==> config.mk <==
export PLATFORM = sky130hd
export DESIGN_NAME = prdec_seq
export DESIGN_NICKNAME = d
export VERILOG_FILES = /design/src/rtl/prdec_seq.sv
export SDC_FILE = /design/constraint.sdc
export NUM_CORES = 1
export LEC_CHECK = 0
export CORE_MARGIN = 10
export CORE_UTILIZATION = 46
export CTS_BUF_LIST = sky130_fd_sc_hd__clkbuf_4 sky130_fd_sc_hd__clkbuf_8
export DETAILED_ROUTE_END_ITERATION = 8
export GPL_TIMING_DRIVEN = 1
export PLACE_DENSITY = 0.77
export REMOVE_ABC_BUFFERS = 1
export SKIP_CTS_REPAIR_TIMING = 1
export SYNTH_ARGS = -nofsm -noshare
export SYNTH_HDL_FRONTEND = slang
export SYNTH_SLANG_ARGS = --single-unit
==> constraint.sdc <==
create_clock -name clk -period 3.15 [get_ports clk]
set_input_delay 0.945 -clock clk [delete_from_list [all_inputs] [get_ports clk]]
set_output_delay 0.945 -clock clk [all_outputs]
set_load 0.01 [all_outputs]
==> src/rtl/prdec_seq.sv <==
// prdec_seq: 2-to-4 one-hot decoder sequencer.
// Accepted codes are queued in a 2-entry FIFO. Each code then drives its
// decoded line for HOLD cycles, followed by two all-zero cycles (GAP + IDLE).
// Code mapping {A,B}: 11->D0, 10->D1, 01->D2, 00->D3.
module prdec_seq #(
  parameter int HOLD = 4  // cycles each decoded line is held, legal 1..15
) (
  input  logic clk,
  input  logic rst,
  input  logic in_valid,
  input  logic A,
  input  logic B,
  output logic in_ready,
  output logic D0,
  output logic D1,
  output logic D2,
  output logic D3,
  output logic busy,
  output logic done
);

  // Value loaded into the hold counter when a code starts driving.
  // The line stays high until the counter has reached zero, giving HOLD cycles.
  localparam logic [3:0] HOLD_LOAD = 4'(HOLD - 1);

  typedef enum logic [1:0] {
    IDLE  = 2'd0,
    DRIVE = 2'd1,
    GAP   = 2'd2
  } state_t;

  state_t      state_q, state_d;
  logic [3:0]  d_q, d_d;          // one-hot decoded lines, bit i -> Di
  logic [3:0]  hold_q, hold_d;    // remaining DRIVE cycles after this one
  logic [1:0]  count_q, count_d;  // FIFO occupancy, 0..2
  logic        wr_ptr_q, wr_ptr_d;
  logic        rd_ptr_q, rd_ptr_d;
  logic [1:0]  mem_q [2];         // FIFO storage, {A,B} per entry

  logic        push;
  logic        pop;
  logic [1:0]  head_code;
  logic [3:0]  head_onehot;

  // Ready depends only on the registered count, so a pop never frees a slot
  // within the same cycle; the slot shows up as ready one cycle later.
  assign in_ready  = (count_q < 2'd2);
  assign push      = in_valid & in_ready;
  // Popping happens only from IDLE, and only from entries already stored
  // before this edge; a code pushed this cycle is never bypassed to D.
  assign pop       = (state_q == IDLE) && (count_q != 2'd0);
  assign head_code = mem_q[rd_ptr_q];

  // Decode the FIFO head into the one-hot line pattern.
  always_comb begin
    head_onehot = 4'b0000;
    case (head_code)
      2'b11:   head_onehot = 4'b0001;
      2'b10:   head_onehot = 4'b0010;
      2'b01:   head_onehot = 4'b0100;
      default: head_onehot = 4'b1000;
    endcase
  end

  // FIFO pointer and occupancy next-state; 1-bit pointers wrap naturally.
  always_comb begin
    wr_ptr_d = wr_ptr_q ^ push;
    rd_ptr_d = rd_ptr_q ^ pop;
    count_d  = count_q;
    case ({push, pop})
      2'b10:   count_d = count_q + 2'd1;
      2'b01:   count_d = count_q - 2'd1;
      default: count_d = count_q;
    endcase
  end

  // Sequencer next-state: IDLE pops and loads, DRIVE holds, GAP blanks one cycle.
  always_comb begin
    state_d = state_q;
    d_d     = d_q;
    hold_d  = hold_q;
    case (state_q)
      IDLE: begin
        d_d = 4'b0000;
        if (pop) begin
          d_d     = head_onehot;
          hold_d  = HOLD_LOAD;
          state_d = DRIVE;
        end
      end
      DRIVE: begin
        if (hold_q == 4'd0) begin
          d_d     = 4'b0000;
          state_d = GAP;
        end else begin
          hold_d = hold_q - 4'd1;
        end
      end
      GAP: begin
        d_d     = 4'b0000;
        state_d = IDLE;
      end
      default: begin
        d_d     = 4'b0000;
        hold_d  = 4'd0;
        state_d = IDLE;
      end
    endcase
  end

  // FIFO storage write; reset clears entries so buffered codes are discarded.
  always_ff @(posedge clk or posedge rst) begin
    if (rst) begin
      mem_q[0] <= 2'b00;
      mem_q[1] <= 2'b00;
    end else if (push) begin
      mem_q[wr_ptr_q] <= {A, B};
    end
  end

  // FIFO control registers.
  always_ff @(posedge clk or posedge rst) begin
    if (rst) begin
      wr_ptr_q <= 1'b0;
      rd_ptr_q <= 1'b0;
      count_q  <= 2'd0;
    end else begin
      wr_ptr_q <= wr_ptr_d;
      rd_ptr_q <= rd_ptr_d;
      count_q  <= count_d;
    end
  end

  // Sequencer state, hold counter and registered output lines.
  always_ff @(posedge clk or posedge rst) begin
    if (rst) begin
      state_q <= IDLE;
      d_q     <= 4'b0000;
      hold_q  <= 4'd0;
    end else begin
      state_q <= state_d;
      d_q     <= d_d;
      hold_q  <= hold_d;
    end
  end

  assign D0   = d_q[0];
  assign D1   = d_q[1];
  assign D2   = d_q[2];
  assign D3   = d_q[3];
  assign busy = |d_q;
  // Last cycle of a code: still in DRIVE with nothing left on the counter.
  assign done = (state_q == DRIVE) && (hold_q == 4'd0);

endmodule

==> metrics.md <==
| Metric | Value |
|---|---|
| Fin util | 0.608 |
| Core ar. | approximately 1800 um2 |
| Clock Path Buffers | 2 |
| Kind of critical path | reg -> out |
| CTS tree | yes |
| Yosys top cell area share | 0.498 |
| Cell row count | 15 |
| Prevailing post-synth register cell | dfrtp_1 |
| Max_slew headroom | 0.559 |
| Worst-Skew Late Latency | around 0.3 ns |
| Drt drc | 0 |
| Final Hold Slack | between 0.5 and 0.6 ns |
| Post-synth top area cell | dfrtp_1 |
| Tot Pwr | between 1 and 1.5 mW |
| Buffers on Ports | 11 |
| Die height | 64.3 um |
| WL per Instance | between 10 and 15 um |
| Slew Limit Fails | 0 |
| Min cycle time layout | 2.90 ns |
| Die area | 4140 um2 |
| Total number of vias | 609 |
| Vias/cell | 5.21 |
| Clock skew | about 0.011 ns |
| Async S/R FF share, synth | 1.00 |
| First-pass GRT wire length | approximately 2.8 mm |
| CTS sink cnt | 18 |
| Worst slew pin tran | 0.661 ns |
| Post-synth EDFFs | 0 |
| Register area | 450 um2 |
| Layout cells sized above 1 | 0.185 |
| Total CTS buffers | 3 |
| Final Cycle Share | 0.920 |
| CTS Root Cell | clkbuf_4 |
| Final Setup Violations | 0 |
| Register area share after synthesis | 0.498 |
| Synth cell types | 28 |
| Worst hold path type | reg -> reg |
| Crit Path Max Fanout | 5 |
| Maxcap violations | 0 |
| Starting Density | 0.502 |
| Filler cell count | 165 |
| Gate power share | 0.514 |
| Net count, final | 103 |
| Static leakage | roughly 0.51 nW |
| Req. time, crit path | about 2.2 ns |
| Post-DP HPWL | roughly 1.2 mm |
| Initial drt markers | 9 |
| Drt total wl | 1.61 mm |
| Sw power | ~0.45 mW |
| Net Sw Frac | 0.378 |
| Final Hold Vio Count | 0 |
| Reg clk slew, reported paths | 0.09 ns |
| Largest net degree at the start of global routing | 19 |
| Commonest cells post-synth | 18 x dfrtp_1, 8 x inv_1, 5 x a22o_1, 5 x ha_1, 5 x mux2_2 |
| Area growth, synth to finish | 21.0% |
| Area of the multi-input gates | 414 um2 |
| Cell area after synthesis | 905 um2 |
| Status | finished clean |
| Total negative slack | 0 ns |
| H-Tree Depth | 1 |
| Area contributors post-synth | dfrtp_1 50%, ha_1 6.9%, mux2_2 6.2% |
| Total GRT Usage | 0.0850 |
| Fmax | 0.345 GHz |
| WP data arrival | roughly 2 ns |
| Vias in the first global route | 624 |
| Worst setup SP type | flip-flop |
| Syn avg cell area | 11.9 um2 |
| Post-route ant nets | 0 |
| DRT Pass-1 Iters | 4 |
| Clock share of power | 0.119 |
| Power per cell area | 1100 nW/um2 |
| Congestion Overflow GR | 0 |
| Count leader, synth | dfrtp_1 |
| Seq cells post-synth | 18 |
| Diode count | 0 |
| Die X | 64.3 um |
| Unrepaired setup endpoints after global routing | no |
| Synth Instances | 76 |
| Placer congestion estimate | between 0.8 and 0.9 |
| Initial antenna violation count | 0 |
| Syn. warnings | 0 |
| Internal power | 0.748 mW |
| Reg power frac | 0.367 |
| Element type at the critical path end | output pin |
| # IOs | 12 |
| Maximum vdd drop | 0.598 mV |
## power by group through the flow
stage / logic, mW / clock network, mW / registers (mW)
2_1_floorplan: 0.440 / 0 / 0.427
3_3_place_gp: 0.579 / 0 / 0.439
3_5_place_dp: 0.596 / 0 / 0.446
4_1_cts: 0.598 / 0.148 / 0.441
5_1_grt: 0.687 / 0.158 / 0.460
6_report: 0.618 / 0.143 / 0.441
## layer usage
metal  up-vias  part of all wire  track usage
li1        301                 -            -
met1       282              0.46       0.0894
met2        19              0.42        0.124
met3         7             0.089       0.0488
met4         0             0.030       0.0615
met5         -                 0            0
## cell families after synthesis
logic type	after synthesis	synth area share
adders and majority gates	5	0.0692
AOI/OAI and AO/OA	15	0.130
muxes	7	0.0844
buffers and inverters	10	0.0443
DFF	18	0.498
and+or+nand+nor	17	0.136
xor gates and xnor gates	4	0.0387
## worst paths after layout
| path | depth (start not counted) | startpoint | to | slack, ns |
|---|---|---|---|---|
| min in group asynchronous | 2 | rst | rd_ptr_q | 1.02 |
| worst min register to register | 1 | mem_q[2] | mem_q[2] | 0.52 |
| worst max register to register | 5 | count_q[0] | count_q[1] | 1.51 |
| worst min-delay path | 1 | mem_q[2] | mem_q[2] | 0.52 |
| worst max-delay path | 5 | hold_q[0] | done | 0.25 |
| max in group asynchronous | 2 | rst | hold_q[0] | 1.70 |
## flip-flops by register name, indices dropped and copies added (netlist names)
name / flops
state_q: 2
hold_q: 4
wr_ptr_q: 1
mem_q: 4
count_q: 2
rd_ptr_q: 1
d_q: 4
## layout make-up
cell class,count,share of cell area
Timing Repair Buffer,14,0.121
Clock buffer,4,0.0331
Multi-Input combinational cell,48,0.378
Sequential cell,18,0.411
Inverter,8,0.0274
Tap cell,25,0.0286
## critical path, stage by stage (launching register included)
cell and delay [ns]:
dfrtp_1 0.44, inv_1 0.11, ha_1 0.16, nor3b_4 0.24
nor2b_1 0.16, clkdlybuf4s50_1 0.55
## placed cells by master (no fill, tap or decap)
cell,count
nor2_2,1
a21o_1,1
a311o_1,2
ha_1,5
a21oi_1,2
nor3b_4,1
nor2b_1,2
nand2b_1,1
nor4_1,1
mux2i_1,2
nor2_1,2
clkbuf_8,1
nor3_1,2
o21ba_2,1
xnor2_1,3
o22ai_1,3
buf_4,3
clkdlybuf4s50_1,11
o21bai_1,1
nor3b_1,1
inv_1,8
mux2_2,5
clkbuf_4,3
dfrtp_1,18
xor2_1,1
nor3_2,2
nor4b_1,1
a22o_1,5
and2b_1,1
or4_1,1
nand2_1,1
## stage by stage
step           instances  cell area (um2)  worst slack, ns
2_1_floorplan         74              895            0.974
3_3_place_gp         110             1040            0.465
3_5_place_dp         110             1040            0.413
4_1_cts              114             1070           0.0741
5_1_grt              117             1090            0.113
6_report             117             1090            0.251
No activity file was read; power rests on OpenSTA's default activity.
